`config.mk`:
```
export PLATFORM = sky130hd
export DESIGN_NAME = ab_byte_packer
export DESIGN_NICKNAME = d
export VERILOG_FILES = /design/src/rtl/l2_pkg.sv /design/src/rtl/ab_fifo.sv /design/src/rtl/ab_byte_packer.sv
export SDC_FILE = /design/constraint.sdc
export NUM_CORES = 1
export LEC_CHECK = 0
export ABC_AREA = 1
export CAP_MARGIN = 20
export CORE_UTILIZATION = 27
export CTS_CLUSTER_DIAMETER = 150
export CTS_CLUSTER_SIZE = 10
export DETAILED_ROUTE_END_ITERATION = 8
export DONT_BUFFER_PORTS = 1
export HOLD_SLACK_MARGIN = 0.12
export PLACE_DENSITY = 0.43
export RECOVER_POWER = 100
export SLEW_MARGIN = 20
export SYNTH_ARGS = -nofsm -noshare
export SYNTH_HDL_FRONTEND = slang
export SYNTH_HIERARCHICAL = 1
export SYNTH_SLANG_ARGS = --single-unit
```
`constraint.sdc`:
```
create_clock -name clk -period 2.8 [get_ports clk]
set_clock_uncertainty 0.2 [all_clocks]
set_input_delay 0.14 -clock clk [delete_from_list [all_inputs] [get_ports clk]]
set_output_delay 0.14 -clock clk [all_outputs]
set_load 0.01 [all_outputs]
```
`src/rtl/l2_pkg.sv`:
```
// Shared types for the ab byte packer: the assembled word, its FIFO entry
// (word plus pad flag) and the pair-phase encoding.
package l2_pkg;

   typedef struct packed {
      logic [7:0] a;
      logic [7:0] b;
   } ab;

   typedef struct packed {
      logic pad;
      ab    data;
   } ab_entry_t;

   typedef enum logic {
      PH_A = 1'b0,
      PH_B = 1'b1
   } ab_phase_t;

endpackage

```
`src/rtl/ab_fifo.sv`:
```
// Synchronous FIFO of ab_entry_t. The head entry reads as zero while empty,
// so downstream outputs are clean even though the storage itself is not reset.
module ab_fifo
   import l2_pkg::*;
#(
   parameter int DEPTH = 4
) (
   input  logic      clk,
   input  logic      rst_n,
   input  logic      flush,
   input  logic      push,
   input  ab_entry_t din,
   input  logic      pop,
   output ab_entry_t dout,
   output logic      full,
   output logic      empty
);

   localparam int AW = $clog2(DEPTH);
   localparam logic [AW:0] FULL_CNT = (AW+1)'(DEPTH);

   logic [AW-1:0] wr_ptr_q, wr_ptr_d;
   logic [AW-1:0] rd_ptr_q, rd_ptr_d;
   logic [AW:0]   cnt_q, cnt_d;
   ab_entry_t     mem_q [DEPTH];
   logic          do_push, do_pop;

   assign full    = (cnt_q == FULL_CNT);
   assign empty   = (cnt_q == '0);
   assign do_push = push && !full && !flush;
   assign do_pop  = pop && !empty && !flush;
   assign dout    = empty ? '0 : mem_q[rd_ptr_q];

   always_comb begin
      wr_ptr_d = wr_ptr_q;
      rd_ptr_d = rd_ptr_q;
      cnt_d    = cnt_q;
      if (flush) begin
         wr_ptr_d = '0;
         rd_ptr_d = '0;
         cnt_d    = '0;
      end else begin
         if (do_push) wr_ptr_d = wr_ptr_q + 1'b1;
         if (do_pop)  rd_ptr_d = rd_ptr_q + 1'b1;
         // Simultaneous push and pop leave the occupancy unchanged.
         if (do_push && !do_pop)      cnt_d = cnt_q + 1'b1;
         else if (do_pop && !do_push) cnt_d = cnt_q - 1'b1;
      end
   end

   always_ff @(posedge clk or negedge rst_n) begin
      if (!rst_n) begin
         wr_ptr_q <= '0;
         rd_ptr_q <= '0;
         cnt_q    <= '0;
      end else begin
         wr_ptr_q <= wr_ptr_d;
         rd_ptr_q <= rd_ptr_d;
         cnt_q    <= cnt_d;
      end
   end

   always_ff @(posedge clk) begin
      if (do_push) mem_q[wr_ptr_q] <= din;
   end

endmodule

```
`src/rtl/ab_byte_packer.sv`:
```
// Packs a valid/ready byte stream into {a,b} words; odd-length frames end with
// a PAD_BYTE-filled word flagged by out_pad. Words leave through ab_fifo.
module ab_byte_packer
   import l2_pkg::*;
#(
   parameter int         FIFO_DEPTH = 4,
   parameter logic [7:0] PAD_BYTE   = 8'h00,
   parameter int         CNT_W      = 16
) (
   input  logic             clk,
   input  logic             rst_n,
   input  logic             flush,
   input  logic             in_valid,
   output logic             in_ready,
   input  logic [7:0]       in_data,
   input  logic             in_last,
   output logic             out_valid,
   input  logic             out_ready,
   output ab                out_data,
   output logic             out_pad,
   output logic [CNT_W-1:0] word_cnt
);

   ab_phase_t        phase_q, phase_d;
   logic [7:0]       hold_q, hold_d;
   logic [CNT_W-1:0] word_cnt_q, word_cnt_d;
   logic             fifo_full, fifo_empty, push, pop, beat;
   ab_entry_t        push_entry, fifo_dout;

   // in_ready depends only on FIFO occupancy, never on out_ready.
   assign in_ready  = !fifo_full;
   assign beat      = in_valid && in_ready;
   assign out_valid = !fifo_empty;
   assign pop       = out_valid && out_ready;
   assign out_data  = fifo_dout.data;
   assign out_pad   = fifo_dout.pad;
   assign word_cnt  = word_cnt_q;

   always_comb begin
      phase_d    = phase_q;
      hold_d     = hold_q;
      word_cnt_d = word_cnt_q;
      push       = 1'b0;
      push_entry = '0;
      if (flush) begin
         phase_d    = PH_A;
         hold_d     = '0;
         word_cnt_d = '0;
      end else begin
         if (beat) begin
            case (phase_q)
               PH_A: begin
                  if (in_last) begin
                     push       = 1'b1;
                     push_entry = '{pad: 1'b1, data: '{a: in_data, b: PAD_BYTE}};
                  end else begin
                     hold_d  = in_data;
                     phase_d = PH_B;
                  end
               end
               default: begin
                  push       = 1'b1;
                  push_entry = '{pad: 1'b0, data: '{a: hold_q, b: in_data}};
                  phase_d    = PH_A;
               end
            endcase
         end
         if (push && (word_cnt_q != '1)) word_cnt_d = word_cnt_q + 1'b1;
      end
   end

   always_ff @(posedge clk or negedge rst_n) begin
      if (!rst_n) begin
         phase_q    <= PH_A;
         hold_q     <= '0;
         word_cnt_q <= '0;
      end else begin
         phase_q    <= phase_d;
         hold_q     <= hold_d;
         word_cnt_q <= word_cnt_d;
      end
   end

   ab_fifo #(
      .DEPTH(FIFO_DEPTH)
   ) u_fifo (
      .clk  (clk),
      .rst_n(rst_n),
      .flush(flush),
      .push (push),
      .din  (push_entry),
      .pop  (pop),
      .dout (fifo_dout),
      .full (fifo_full),
      .empty(fifo_empty)
   );

endmodule

```
==> implementation parameters <==
Parameter                              Value

Synth
  Largest cells by area after synthesis    edfxtp_1, dfrtp_1, nor2_1
  Post-synth top flop    edfxtp_1
  Top post-synthesis cells by count    nor2_1, nand2_1, edfxtp_1, inv_1, o21ai_0
  Post-synth EDFFs    68
  Number of distinct library cells after synthesis    30
  Post-synthesis instance area    4730 um^2
  Count leader, synth    nor2_1
  Share of Yosys cell area claimed by the top area cell type    43.2%
  Share of flip-flops with an asynchronous set or reset    32.0%
  Gate count after technology mapping    496
  Syn Nets    516
  Total number of yosys warnings    6
  Post-synthesis cell type with the largest combined area    edfxtp_1
  Post-synthesis average cell area    9.53 um^2
  Synthesis-stage register bit count    100
  Proportion of synthesized chip area in sequential cells    60.1%

Placement
  Input/output buffers    0
  Weighted congestion at the end of routability-driven global placement    0.795
  Worst slack at placement    240 ps
  Placed cells    714
  Post-Place Cell Area    4980 um^2
  Detailed Place HPWL    7350 um

Detailed routing
  Drc violations    0
  Detail-routed net length per standard cell    14.8 um
  Number of DRC markers in iteration 0    129
  Vias per Instance    4.46
  Number of antenna-violating nets in the routed design    0
  Vias post-DR    3324
  Drt total wl    11000 um
  Number of iterations in the first detailed-routing pass    5

Pwr
  Total power of the final layout    3130 uW
  Peak ir drop on the vdd network    0.000326 V
  Power per standard cell area    579 nW/um^2
  Leakage component of the power    0.00219 uW

Worst setup path
  Critical Path RT    2880 ps
  Type of element capturing the critical path    register
  Worst endpoint data arrival time    2680 ps
  Crit start category    register
  Highest net fanout along the worst path    12
  Crit path kind    register to register

Outcome
  Failing checks    capacitance limit, slew limit
  Outcome    finished with violations

STA
  Max Clock Freq    385 MHz
  Tcrit/Tclk final    92.9%
  Number of setup violations in the final report    0
  Setup repair after global routing missed its margin    no
  Hold Fails Final Rpt    0
  Tmin final    2600 ps
  Worst slew margin relative to its limit    -23.8%
  Worst Slack Setup Final    199 ps
  Slew @ Worst Pin    1860 ps
  Max-slew violation count    33
  Post-Route Setup TNS    0 ps

Flow run
  Max-cap viol count    1

GRT
  GRT met3 Usage    3.74%
  Total routing usage reported by global routing    13.1%
  Number of antenna violations at the first check in global routing    0
  First-pass GRT wire length    18000 um
  Most used routing layer    met2
  GR met1 Demand/Resource    15.9%
  Grt met2 use    22.4%
  Maximum number of pins on one net before global-route repair    36
  Sum of overflow across all layers after global routing    0
  Vias in the first global route    3377

Floorplan
  Core footprint    17200 um^2
  Die X    134 um
  Total I/O pin count    49
  # rows    48
  Initial Util    27.5%
  Die footprint    18000 um^2
  Height of the die    134 um

Clock network
  TritonCTS Sinks    100
  Total number of H-tree levels    3
  CTS clock-pin slew for the worst setup and hold paths    70 ps
  TritonCTS Buffers    9
  Clock latency of the later-clocked register in the worst-skew pair    340 ps
  Clock root buffer    clkbuf_16
  CTS tree    built
  Maximum root-to-sink buffer count    2
  Post-CTS setup buffer count    0

Finish
  Final Instance Area    5420 um^2
  Ratio of cells with drive above 1 in the final layout    8.27%
  ANT cells    0
  Area growth, synth to finish    14.5%
  Layout Nets    535
  Final cell count without fillers    745
  Final-layout fill cell count    1798

Min path
  Kind of path behind the tightest hold check    primary input to register
## state kept, by name (all words and copies together) (netlist names)
name             cells
phase_q              1
u_fifo/wr_ptr_q      2
u_fifo/rd_ptr_q      2
u_fifo/mem_q        68
word_cnt            16
u_fifo/cnt_q         3
hold_q               8
## layout by cell type (no fill, tap or decap), types with 3 or more instances in the layout
cell	instances
o21ai_1	3
ha_1	5
clkbuf_4	3
buf_4	4
clkbuf_16	9
nand3_1	23
dlygate4sd3_1	13
inv_2	4
nand4_1	8
xor2_1	5
a21oi_1	19
inv_1	55
o22ai_1	16
nand2_1	78
edfxtp_1	68
nor2_2	6
o21ai_0	41
nor2_1	104
dfrtp_1	32
## layout make-up
| class | instances | area, um^2 | share of cell area [%] |
|---|---|---|---|
| Inverter | 61 | 231 | 4.27 |
| Sequential cell | 100 | 2840 | 52.5 |
| Multi-Input combinational cell | 320 | 1540 | 28.4 |
| Tap cell | 225 | 282 | 5.20 |
| Clock inverter | 6 | 80.1 | 1.48 |
| Timing Repair Buffer | 23 | 200 | 3.70 |
| Clock buffer | 10 | 239 | 4.41 |
## per-stage QoR
| step | hold WS (ps) | utilization [%] |
|---|---|---|
| global placement | -353 | 29.0 |
| global route | 266 | 31.5 |
| detailed placement | -354 | 29.0 |
| finish | 258 | 31.5 |
| CTS | 157 | 31.8 |
| floorplan | -356 | - |
## layer usage
| layer | vias to the layer above | wire length (um) |
|---|---|---|
| met2 | 60 | 5400 |
| li1 | 1674 | - |
| met5 | - | 0 |
| met4 | 0 | 123 |
| met3 | 10 | 480 |
| met1 | 1580 | 4990 |
## kinds of logic (layout without fill, tap and decap cells)
| group | count (synthesis) | after routing | synth area share, % |
|---|---|---|---|
| compound gates | 83 | 83 | 9.66 |
| xor+xnor | 5 | 5 | 0.926 |
| fa+ha+maj | 6 | 6 | 1.75 |
| buf+inv | 76 | 100 | 6.77 |
| flops | 100 | 100 | 60.1 |
| simple gates | 226 | 226 | 20.8 |
## worst max-delay path, cell delays in order (launching register included)
cell,delay (ps)
dfrtp_1,470
ha_1,270
nand2_2,80
nor2_1,180
nand2_1,150
nor2_2,140
nor2_2,80
nor2_1,740
nand2_1,130
nand2_1,110
## repair_timing
item,in CTS,in global routing
endpoints found under the setup margin,0,1
gates resized for setup,0,2
hold buffers,15,0
hold endpoints to repair,128,0
## final timing paths
kind                             startpoint                   to  slack, ps  cells after the start
min in group asynchronous             rst_n          word_cnt[6]        890                      3
max in group asynchronous             rst_n            hold_q[4]        440                      3
worst max-delay path            word_cnt[1]          word_cnt[2]        200                      9
worst min register to register    hold_q[2]            hold_q[2]        340                      2
worst min-delay path                in_last  u_fifo/mem_q[1][16]        260                      2
worst max register to register  word_cnt[1]          word_cnt[2]        200                      9
## power by group
part / internal, uW / total (uW) / switching (uW)
sequential: 1590 / 1610 / 15.3
clock: 733 / 1300 / 565
combinational: 61.4 / 227 / 166
No activity file was read; power rests on OpenSTA's default activity.
